===== src/rtl/next_pc_unit.sv =====
`default_nettype none
// ============================================================================
// Module   : next_pc_unit
// Brief    : Next-PC selection with trap/branch/return priority, alignment
//            checking and a circular return-address stack.
// Revision : 1.0 - initial release
// ============================================================================
module next_pc_unit #(
    parameter int              XLEN         = 32,
    parameter logic [XLEN-1:0] RESET_VECTOR = '0,
    parameter int              RAS_DEPTH    = 4
) (
    input  logic            clk,
    input  logic            rst_n,
    input  logic            en,
    input  logic            br_taken,
    input  logic [XLEN-1:0] br_target,
    input  logic            trap,
    input  logic [XLEN-1:0] trap_vector,
    input  logic            ras_push,
    input  logic            ras_pop,
    output logic [XLEN-1:0] pc,
    output logic [XLEN-1:0] pc_plus4,
    output logic            misalign,
    output logic [XLEN-1:0] bad_addr,
    output logic            ras_empty,
    output logic            ras_full
);

    localparam int PW = (RAS_DEPTH > 1) ? $clog2(RAS_DEPTH) : 1;
    localparam int CW = $clog2(RAS_DEPTH + 1);

    logic [XLEN-1:0] pc_q, pc_d;
    logic [XLEN-1:0] bad_q, bad_d;
    logic            mis_q, mis_d;
    logic [CW-1:0]   cnt_q, cnt_d;
    logic [PW-1:0]   ptr_q, ptr_d;
    logic [XLEN-1:0] ras_q [RAS_DEPTH];

    logic [PW-1:0]   top_idx;
    logic [XLEN-1:0] ras_top;
    logic [XLEN-1:0] cand;
    logic            cand_chk;
    logic            ras_we;
    logic [PW-1:0]   ras_widx;

    assign pc        = pc_q;
    assign bad_addr  = bad_q;
    assign misalign  = mis_q;
    assign pc_plus4  = pc_q + XLEN'(4);
    assign ras_empty = (cnt_q == '0);
    assign ras_full  = (cnt_q == CW'(RAS_DEPTH));
    // ptr_q is the next write slot; the top entry sits one below it (mod depth)
    assign top_idx   = ptr_q - PW'(1);
    assign ras_top   = ras_q[top_idx];

    always_comb begin
        cand     = pc_plus4;
        cand_chk = 1'b0;
        if (trap) begin
            cand = trap_vector;
        end else if (br_taken) begin
            cand     = br_target;
            cand_chk = 1'b1;
        end else if (ras_pop && !ras_empty) begin
            cand     = ras_top;
            cand_chk = 1'b1;
        end
    end

    always_comb begin
        pc_d     = pc_q;
        bad_d    = bad_q;
        mis_d    = 1'b0;
        cnt_d    = cnt_q;
        ptr_d    = ptr_q;
        ras_we   = 1'b0;
        ras_widx = ptr_q;
        if (en) begin
            mis_d = cand_chk && (cand[1:0] != 2'b00);
            pc_d  = mis_d ? trap_vector : cand;
            if (mis_d) begin
                bad_d = cand;
            end
            if (trap) begin
                cnt_d = '0;
            end else if (ras_push && ras_pop && !ras_empty) begin
                // Return and call in one cycle: redirect used the old top above
                ras_we   = 1'b1;
                ras_widx = top_idx;
            end else if (ras_push) begin
                ras_we = 1'b1;
                ptr_d  = ptr_q + PW'(1);
                cnt_d  = ras_full ? cnt_q : cnt_q + CW'(1);
            end else if (ras_pop && !ras_empty) begin
                ptr_d = ptr_q - PW'(1);
                cnt_d = cnt_q - CW'(1);
            end
        end
    end

    always_ff @(posedge clk or negedge rst_n) begin
        if (!rst_n) begin
            pc_q  <= RESET_VECTOR;
            bad_q <= '0;
            mis_q <= 1'b0;
            cnt_q <= '0;
            ptr_q <= '0;
        end else begin
            pc_q  <= pc_d;
            bad_q <= bad_d;
            mis_q <= mis_d;
            cnt_q <= cnt_d;
            ptr_q <= ptr_d;
        end
    end

    always_ff @(posedge clk) begin
        if (ras_we) begin
            ras_q[ras_widx] <= pc_plus4;
        end
    end

endmodule
`default_nettype wire


===== config.mk =====
export PLATFORM = sky130hd
export DESIGN_NAME = next_pc_unit
export DESIGN_NICKNAME = d
export VERILOG_FILES = /design/src/rtl/next_pc_unit.sv
export SDC_FILE = /design/constraint.sdc
export NUM_CORES = 1
export LEC_CHECK = 0
export CORE_MARGIN = 3
export CORE_UTILIZATION = 48
export DETAILED_ROUTE_END_ITERATION = 16
export PLACE_DENSITY = 0.83
export REMOVE_ABC_BUFFERS = 1
export SLEW_MARGIN = 25
export SYNTH_ARGS = -nofsm -noshare
export SYNTH_HDL_FRONTEND = slang
export SYNTH_SLANG_ARGS = --single-unit

===== constraint.sdc =====
create_clock -name clk -period 4.7 [get_ports clk]
set_input_delay 1.41 -clock clk [delete_from_list [all_inputs] [get_ports clk]]
set_output_delay 1.41 -clock clk [all_outputs]
set_load 0.005 [all_outputs]

==> qor.txt, run 1 <==
status: finished, final reports clean
Routed WL per cell: 23.6 µm
worst hold-check path type: flip-flop to flip-flop
worst path cell trace: ha_1 > nand3_1 > nor4_4 > buf_4 > nand4b_1 > xor2_1 > inv_1 > clkdlybuf4s50_1
Final Total Pwr: 6220 µW
GR Layer Usage met2: 40.5%
dpl cells: 1,059
ys async rst share: 35.4%
die area: 20,800 µm²
Final HPWL DP: 16.8 mm
num ports: 170
Syn Std Cell Area: 9170 µm²
Peak supply drop: 290 µV
Core ar.: 18,400 µm²
worst-path maximum fanout: 8
critical path arrival: 3160 ps
main combinational cell family by area after synthesis: compound AO/OA/AOI/OAI gates
Synth Area in Compound Gates: 12.3%
GR Util met1: 33.8%
pin count of the biggest net entering global routing: 71
Finished Core Util: 64.2%
latest clock arrival within the worst-skew pair: 440 ps
Slowest-stage cell, CP: dfrtp_1
power per cell area: 526 nW/µm²
Leak Pwr: 0.00430 µW
post-synthesis mux area share: 10.1%
DRT iter0 DRCs: 602
busiest grt layer: met2
# Max-Cap Violations: 0
Reg clk slew, reported paths: 80 ps
Initial Util: 49.9%
Seq/Total Area, Yosys: 61.0%
Synth Area in XOR/XNOR: 2.39%
Yosys reg bits: 198
initial antenna violation count: 1
Warnings, synthesis: 0
die width: 144 µm
CP top delay family: buffers and inverters
via count: 6,821
vias in the first global route: 6,891
nets@finish: 922
measured slew at the worst slew-check pin: 973 ps
CTS sink count: 198
clk root buf: clkbuf_16
Primary FF master, synth: edfxtp_1
total CTS buffers: 17
# Post-CTS Setup Buffers: 0
Syn-to-layout area delta: 28.8%
Post-Synth Adder-Cell Area: 0.355%
maximum clock insertion buffer count: 2
M3 GR Usage: 5.19%
Tcrit/Tclk final: 97.2%
Overflow after GRT: 0
share of layout cells above drive strength 1: 15.2%
post-route ant nets: 0
number of synthesized flops with an enable pin: 128
std cell rows: 49
drt total wl: 25.7 mm
achievable frequency: 219 MHz
first-pass GRT wire length: 39.1 mm
library cells used by synthesis: 60
H-tree depth: 4
Worst path max stage delay: 520 ps
Slew HR: 35.1%
Total GRT Usage: 25.1%
Syn Area/Cell: 13.4 µm²
crit path kind: flip-flop to primary output
Chip Height: 144 µm
clock skew: 10.6 ps
Post-Syn Instances: 683
simple-gate portion of the synthesized area: 10.3%
TritonCTS clock tree: done
CP Buf/Inv Count: 3
post-DR vias/cell: 6.25
TritonRoute pass-1 iters: 5
Layout Cells excl Fill: 1,092
Hold Slack: 480 ps
DRC viols: 0
Crit. End Element: primary output
Port Buffers: 169
Hold Vio Cnt, Final: 0
GP Congestion: 0.838
Setup crit start kind: flip-flop
Slew Limit Fails: 0
final setup violation count: 0
Crit path required time: 3290 ps
Tmin final: 4570 ps
==> cells in the final DEF, fill, tap and decap left out, drive strengths merged, types with 4 or more instances in the layout <==
master         count
a221o             25
dfrtp             70
xor2              11
a21oi             19
o21ai             31
edfxtp           128
buf               26
a2bb2oi           13
a21boi             4
o22ai              6
o221ai             4
nor2              23
inv               29
clkbuf            18
xnor2             14
a221oi            17
nand3             17
mux4              32
nor3               9
clkinv             6
and3               5
nand2             72
clkdlybuf4s50    166
nand4              6
nor2b             24
a22oi              5
mux2              17
o31ai             10
nor4               6
or2                7
==> flip-flops by register name, summed over array words and instances, names as in the netlist <==
signal and flops:
bad_addr 32, cnt_q 3, misalign 1, pc 32, ptr_q 2, ras_q 128
==> power by group <==
group / internal (µW) / leakage (µW) / switching, µW
clock: 856 / 0.000305 / 690
combinational: 1160 / 0.00198 / 894
sequential: 2250 / 0.00202 / 372
total: 4260 / 0.00430 / 1960
==> worst paths after layout <==
path | start | to | slack [ps] | cells after the start
worst min-delay path | bad_addr[27]$_DFFE_PN0P_ | bad_addr[27]$_DFFE_PN0P_ | 480 | 2
max in group asynchronous | rst_n | ptr_q[1]$_DFFE_PN0P_ | 3210 | 1
worst max register to register | ptr_q[1]$_DFFE_PN0P_ | bad_addr[13]$_DFFE_PN0P_ | 1780 | 7
worst max-delay path | pc[2]$_DFFE_PN0P_ | pc_plus4[28] | 130 | 8
worst min register to register | bad_addr[27]$_DFFE_PN0P_ | bad_addr[27]$_DFFE_PN0P_ | 480 | 2
min in group asynchronous | rst_n | cnt_q[1]$_DFFE_PN0P_ | 990 | 1
==> routing by layer <==
| metal | wire length, µm | part of all wire, % | up-vias |
|---|---|---|---|
| met1 | 10100 | 39 | 3380 |
| li1 | - | - | 2972 |
| met2 | 12500 | 49 | 417 |
| met4 | 606 | 2.4 | 0 |
| met3 | 2580 | 10 | 52 |
| met5 | 0 | 0 | - |
==> timing repair <==
item | in CTS | in global routing
hold buffers | 0 | 0
resized for setup | 0 | 7
setup endpoints to repair | 0 | 6
==> cells by family (layout without fill, tap and decap cells) <==
logic type / after synthesis / after routing
mux: 50 / 50
xor+xnor: 25 / 25
flops: 198 / 198
fa+ha+maj: 2 / 2
simple gates: 186 / 186
buf+inv: 69 / 248
other cells: 0 / 1
compound gates: 153 / 153
==> synth_stat cells (16+ instances only) <==
cell type  instances  area share (%)
mux4_2            32             7.9
nor2_1            23            0.94
dfrtp_1           70              19
a21oi_1           19             1.0
nor2b_1           24             1.6
mux2_2            16             2.0
nand3_1           17            0.93
nand2_1           72             2.9
inv_1             23            0.94
clkbuf_1          24            0.98
a221oi_1          17             1.6
edfxtp_1         128              42
o21ai_0           30             1.6
a221o_1           25             2.7
==> layout make-up <==
type | instances | area, µm²
fill | 1338 | 6580
sequential | 198 | 5600
multi-input combinational | 416 | 3350
timing repair buffer | 192 | 1870
clock buffer | 18 | 429
tap | 229 | 287
clock inverter | 14 | 190
inverter | 24 | 90.1
antenna | 1 | 2.50
==> tightest hold or removal path, stage by stage, from the launching register on <==
cell and delay [ps]:
dfrtp_1 340, nand2_1 40, o21ai_0 60
==> stage by stage <==
| stage | TNS (ps) | setup slack (ps) | cell area (µm²) |
|---|---|---|---|
| 2_1_floorplan | -77800 | -1220 | 8930 |
| 3_3_place_gp | 0 | 542 | 11100 |
| 3_5_place_dp | 0 | 540 | 11100 |
| 4_1_cts | 0 | 12.8 | 11700 |
| 5_1_grt | -4.05 | -4.05 | 11800 |
| 6_report | 0 | 130 | 11800 |
No activity file was read; power rests on OpenSTA's default activity.
==> inputs of run 2 (changes only) <==
==> constraint.sdc (replaced) <==
create_clock -name clk -period 3.8 [get_ports clk]
set_input_delay 1.14 -clock clk [delete_from_list [all_inputs] [get_ports clk]]
set_output_delay 1.14 -clock clk [all_outputs]
set_load 0.005 [all_outputs]
==> run 2 against run 1 <==
  * Global-route usage grew 0.34 points
  * Critical path depth unchanged
  * Sequential power up 22%
  * Highest routed layer is now met5
  * Via count grew 4.1%
  * Core utilization up 1.4 points
  * Critical endpoint is now pc_plus4[19]
  * Worst setup slack worse by 120 ps
  * Die area is the same
  * Routed wire length grew 3.3%
  * Final cell count up 3.0%
  * Sequential cell count stayed put
  * Clock power up 5%
==> qor.txt, run 2 (same netlist as run 1, synthesis figures left out) <==
crit path kind: flip-flop to primary output
die width: 144 µm (unchanged)
Reg clk slew, reported paths: 70 ps (about the same)
first-pass GRT wire length: 39.7 mm (+1.6%)
Routed WL per cell: 23.6 µm (+0.31%)
Hold Vio Cnt, Final: 0 (unchanged)
post-route worst setup slack: 11.0 ps (-119 ps)
clock share of power: 21.5% (-3.4 points)
Slew HR: 52.4% (+17 points)
latest clock arrival within the worst-skew pair: 440 ps (about the same)
Total GRT Usage: 25.4% (+0.34 points)
Final Total Pwr: 7560 µW (+22%)
Largest Register: ras_q
power per cell area: 626 nW/µm² (+19%)
num ports: 170 (unchanged)
Leak Pwr: 0.00444 µW (+3.3%)
RSZ-0062 raised after global routing: yes
share of layout cells above drive strength 1: 20.5% (+5.3 points)
std cell rows: 49 (unchanged)
DRT iter0 DRCs: 703 (+17%)
TritonCTS clock tree: done
setup TNS: 0 ps (unchanged)
most common cell after layout, fill and taps aside: clkdlybuf4s50_1
measured slew at the worst slew-check pin: 710 ps (-262 ps)
Initial Util: 49.9% (unchanged)
post-DR vias/cell: 6.31 (+1.0%)
DP Worst Slack: 201 ps (-339 ps)
clock skew: 12.2 ps (+1.58 ps)
Setup crit start kind: flip-flop
worst hold-check path type: flip-flop to flip-flop
Crit. End Element: primary output
Tcrit/Tclk final: 99.7%
Tmin final: 3790 ps
H-tree depth: 4 (unchanged)
total CTS buffers: 17 (unchanged)
drt total wl: 26.6 mm (+3.3%)
via count: 7,098 (+4.1%)
Overflow after GRT: 0 (unchanged)
worst reg2reg startpoint: ptr_q[0]$_DFFE_PN0P_
nets@finish: 956 (+3.7%)
Peak supply drop: 395 µV (+36%)
# Max-Cap Violations: 0 (unchanged)
die area: 20,800 µm² (unchanged)
Chip Height: 144 µm (unchanged)
Logic pwr share: 36.3% (+3.3 points)
Power Internal: 5140 µW (+21%)
TritonRoute pass-1 iters: 4 (-1)
Core ar.: 18,400 µm² (unchanged)
CP startpoint: pc[2]$_DFFE_PN0P_
vias in the first global route: 7,073 (+2.6%)
GP Congestion: 0.842 (+0.42%)
Syn-to-layout area delta: 31.6%
final setup violation count: 0 (unchanged)
initial antenna violation count: 1 (unchanged)
Seq pwr share: 42.2% (about the same)
P_sw: 2410 µW (+23%)
max reg flops: 128 (unchanged)
achievable frequency: 264 MHz
status: finished, final reports clean
maximum clock insertion buffer count: 2 (unchanged)
Crit path required time: 2660 ps (-630 ps)
worst-path maximum fanout: 9 (+1)
Final HPWL DP: 17.4 mm (+3.8%)
most frequent cells in the layout: clkdlybuf4s50_1 (163), edfxtp_1 (128), nand2_1 (72)
DRC viols: 0 (unchanged)
ant diodes: 0 (-1)
pin count of the biggest net entering global routing: 71 (unchanged)
CTS sink count: 198 (unchanged)
Port Buffers: 169 (unchanged)
Slew Limit Fails: 0 (unchanged)
clk root buf: clkbuf_16
worst hold path startpoint: bad_addr[9]$_DFFE_PN0P_
post-route ant nets: 0 (unchanged)
critical path arrival: 2650 ps (-510 ps)
Switching Fraction: 31.9% (+0.47 points)
## run 2: critical path, cell delays in order (launching register included)
cell	delay (ps)
dfrtp_1	410
buf_6	160
nand4_1	210
buf_4	210
nor3_2	110
buf_6	170
a21boi_0	100
or2_2	360
clkdlybuf4s50_1	470
## run 2: power by group through the flow
| stage | registers, µW | logic, µW | clock network [µW] |
|---|---|---|---|
| after detailed placement | 3200 | 2630 | 0 |
| after CTS | 3170 | 2670 | 1640 |
| after global placement | 3200 | 2560 | 0 |
| final | 3190 | 2750 | 1630 |
| after global routing | 3240 | 2950 | 1740 |
| after floorplan | 3210 | 1180 | 0 |
## run 2: worst paths after layout
| check | endpoint | slack (ps) | depth (start not counted) |
|---|---|---|---|
| worst min-delay path | bad_addr[9]$_DFFE_PN0P_ | 480 | 2 |
| max in group asynchronous | pc[13]$_DFFE_PN0P_ | 2530 | 1 |
| min in group asynchronous | bad_addr[1]$_DFFE_PN0P_ | 720 | 1 |
| worst min register to register | bad_addr[9]$_DFFE_PN0P_ | 480 | 2 |
| worst max-delay path | pc_plus4[19] | 10 | 8 |
| worst max register to register | pc[3]$_DFFE_PN0P_ | 980 | 7 |
## run 2: layout make-up
type	instances	area (µm²)
clock inverters	13	83.8
fillers	1340	6320
inverters	24	90.1
multi-input cells	416	3430
well taps	229	287
flip-flops and latches	198	5610
repair buffers	226	2130
clock buffers	19	433
## run 2: what timing repair did
item | in CTS | in global routing
gates resized for setup | 12 | 34
setup endpoints to repair | 16 | 19
gates cloned | 0 | 1
pin swaps | 4 | 7
buffers inserted | 3 | 14
hold buffers | 0 | 0
## run 2: per-stage QoR
step / hold slack [ps] / util (%) / instances / area [µm²]
6_report: 479 / 65.6 / 1125 / 12100
3_5_place_dp: 466 / 61.1 / 1075 / 11200
5_1_grt: 510 / 65.6 / 1125 / 12100
4_1_cts: 482 / 64.3 / 1110 / 11800
2_1_floorplan: 470 / - / 638 / 8930
3_3_place_gp: 462 / 61.1 / 1075 / 11200
## run 2: layer usage
| metal | part of all wire [%] | GRT usage, % |
|---|---|---|
| met5 | 0.049 | 0 |
| met4 | 2.4 | 8.10 |
| met3 | 11 | 7.18 |
| met2 | 48 | 40.6 |
| met1 | 39 | 34.2 |
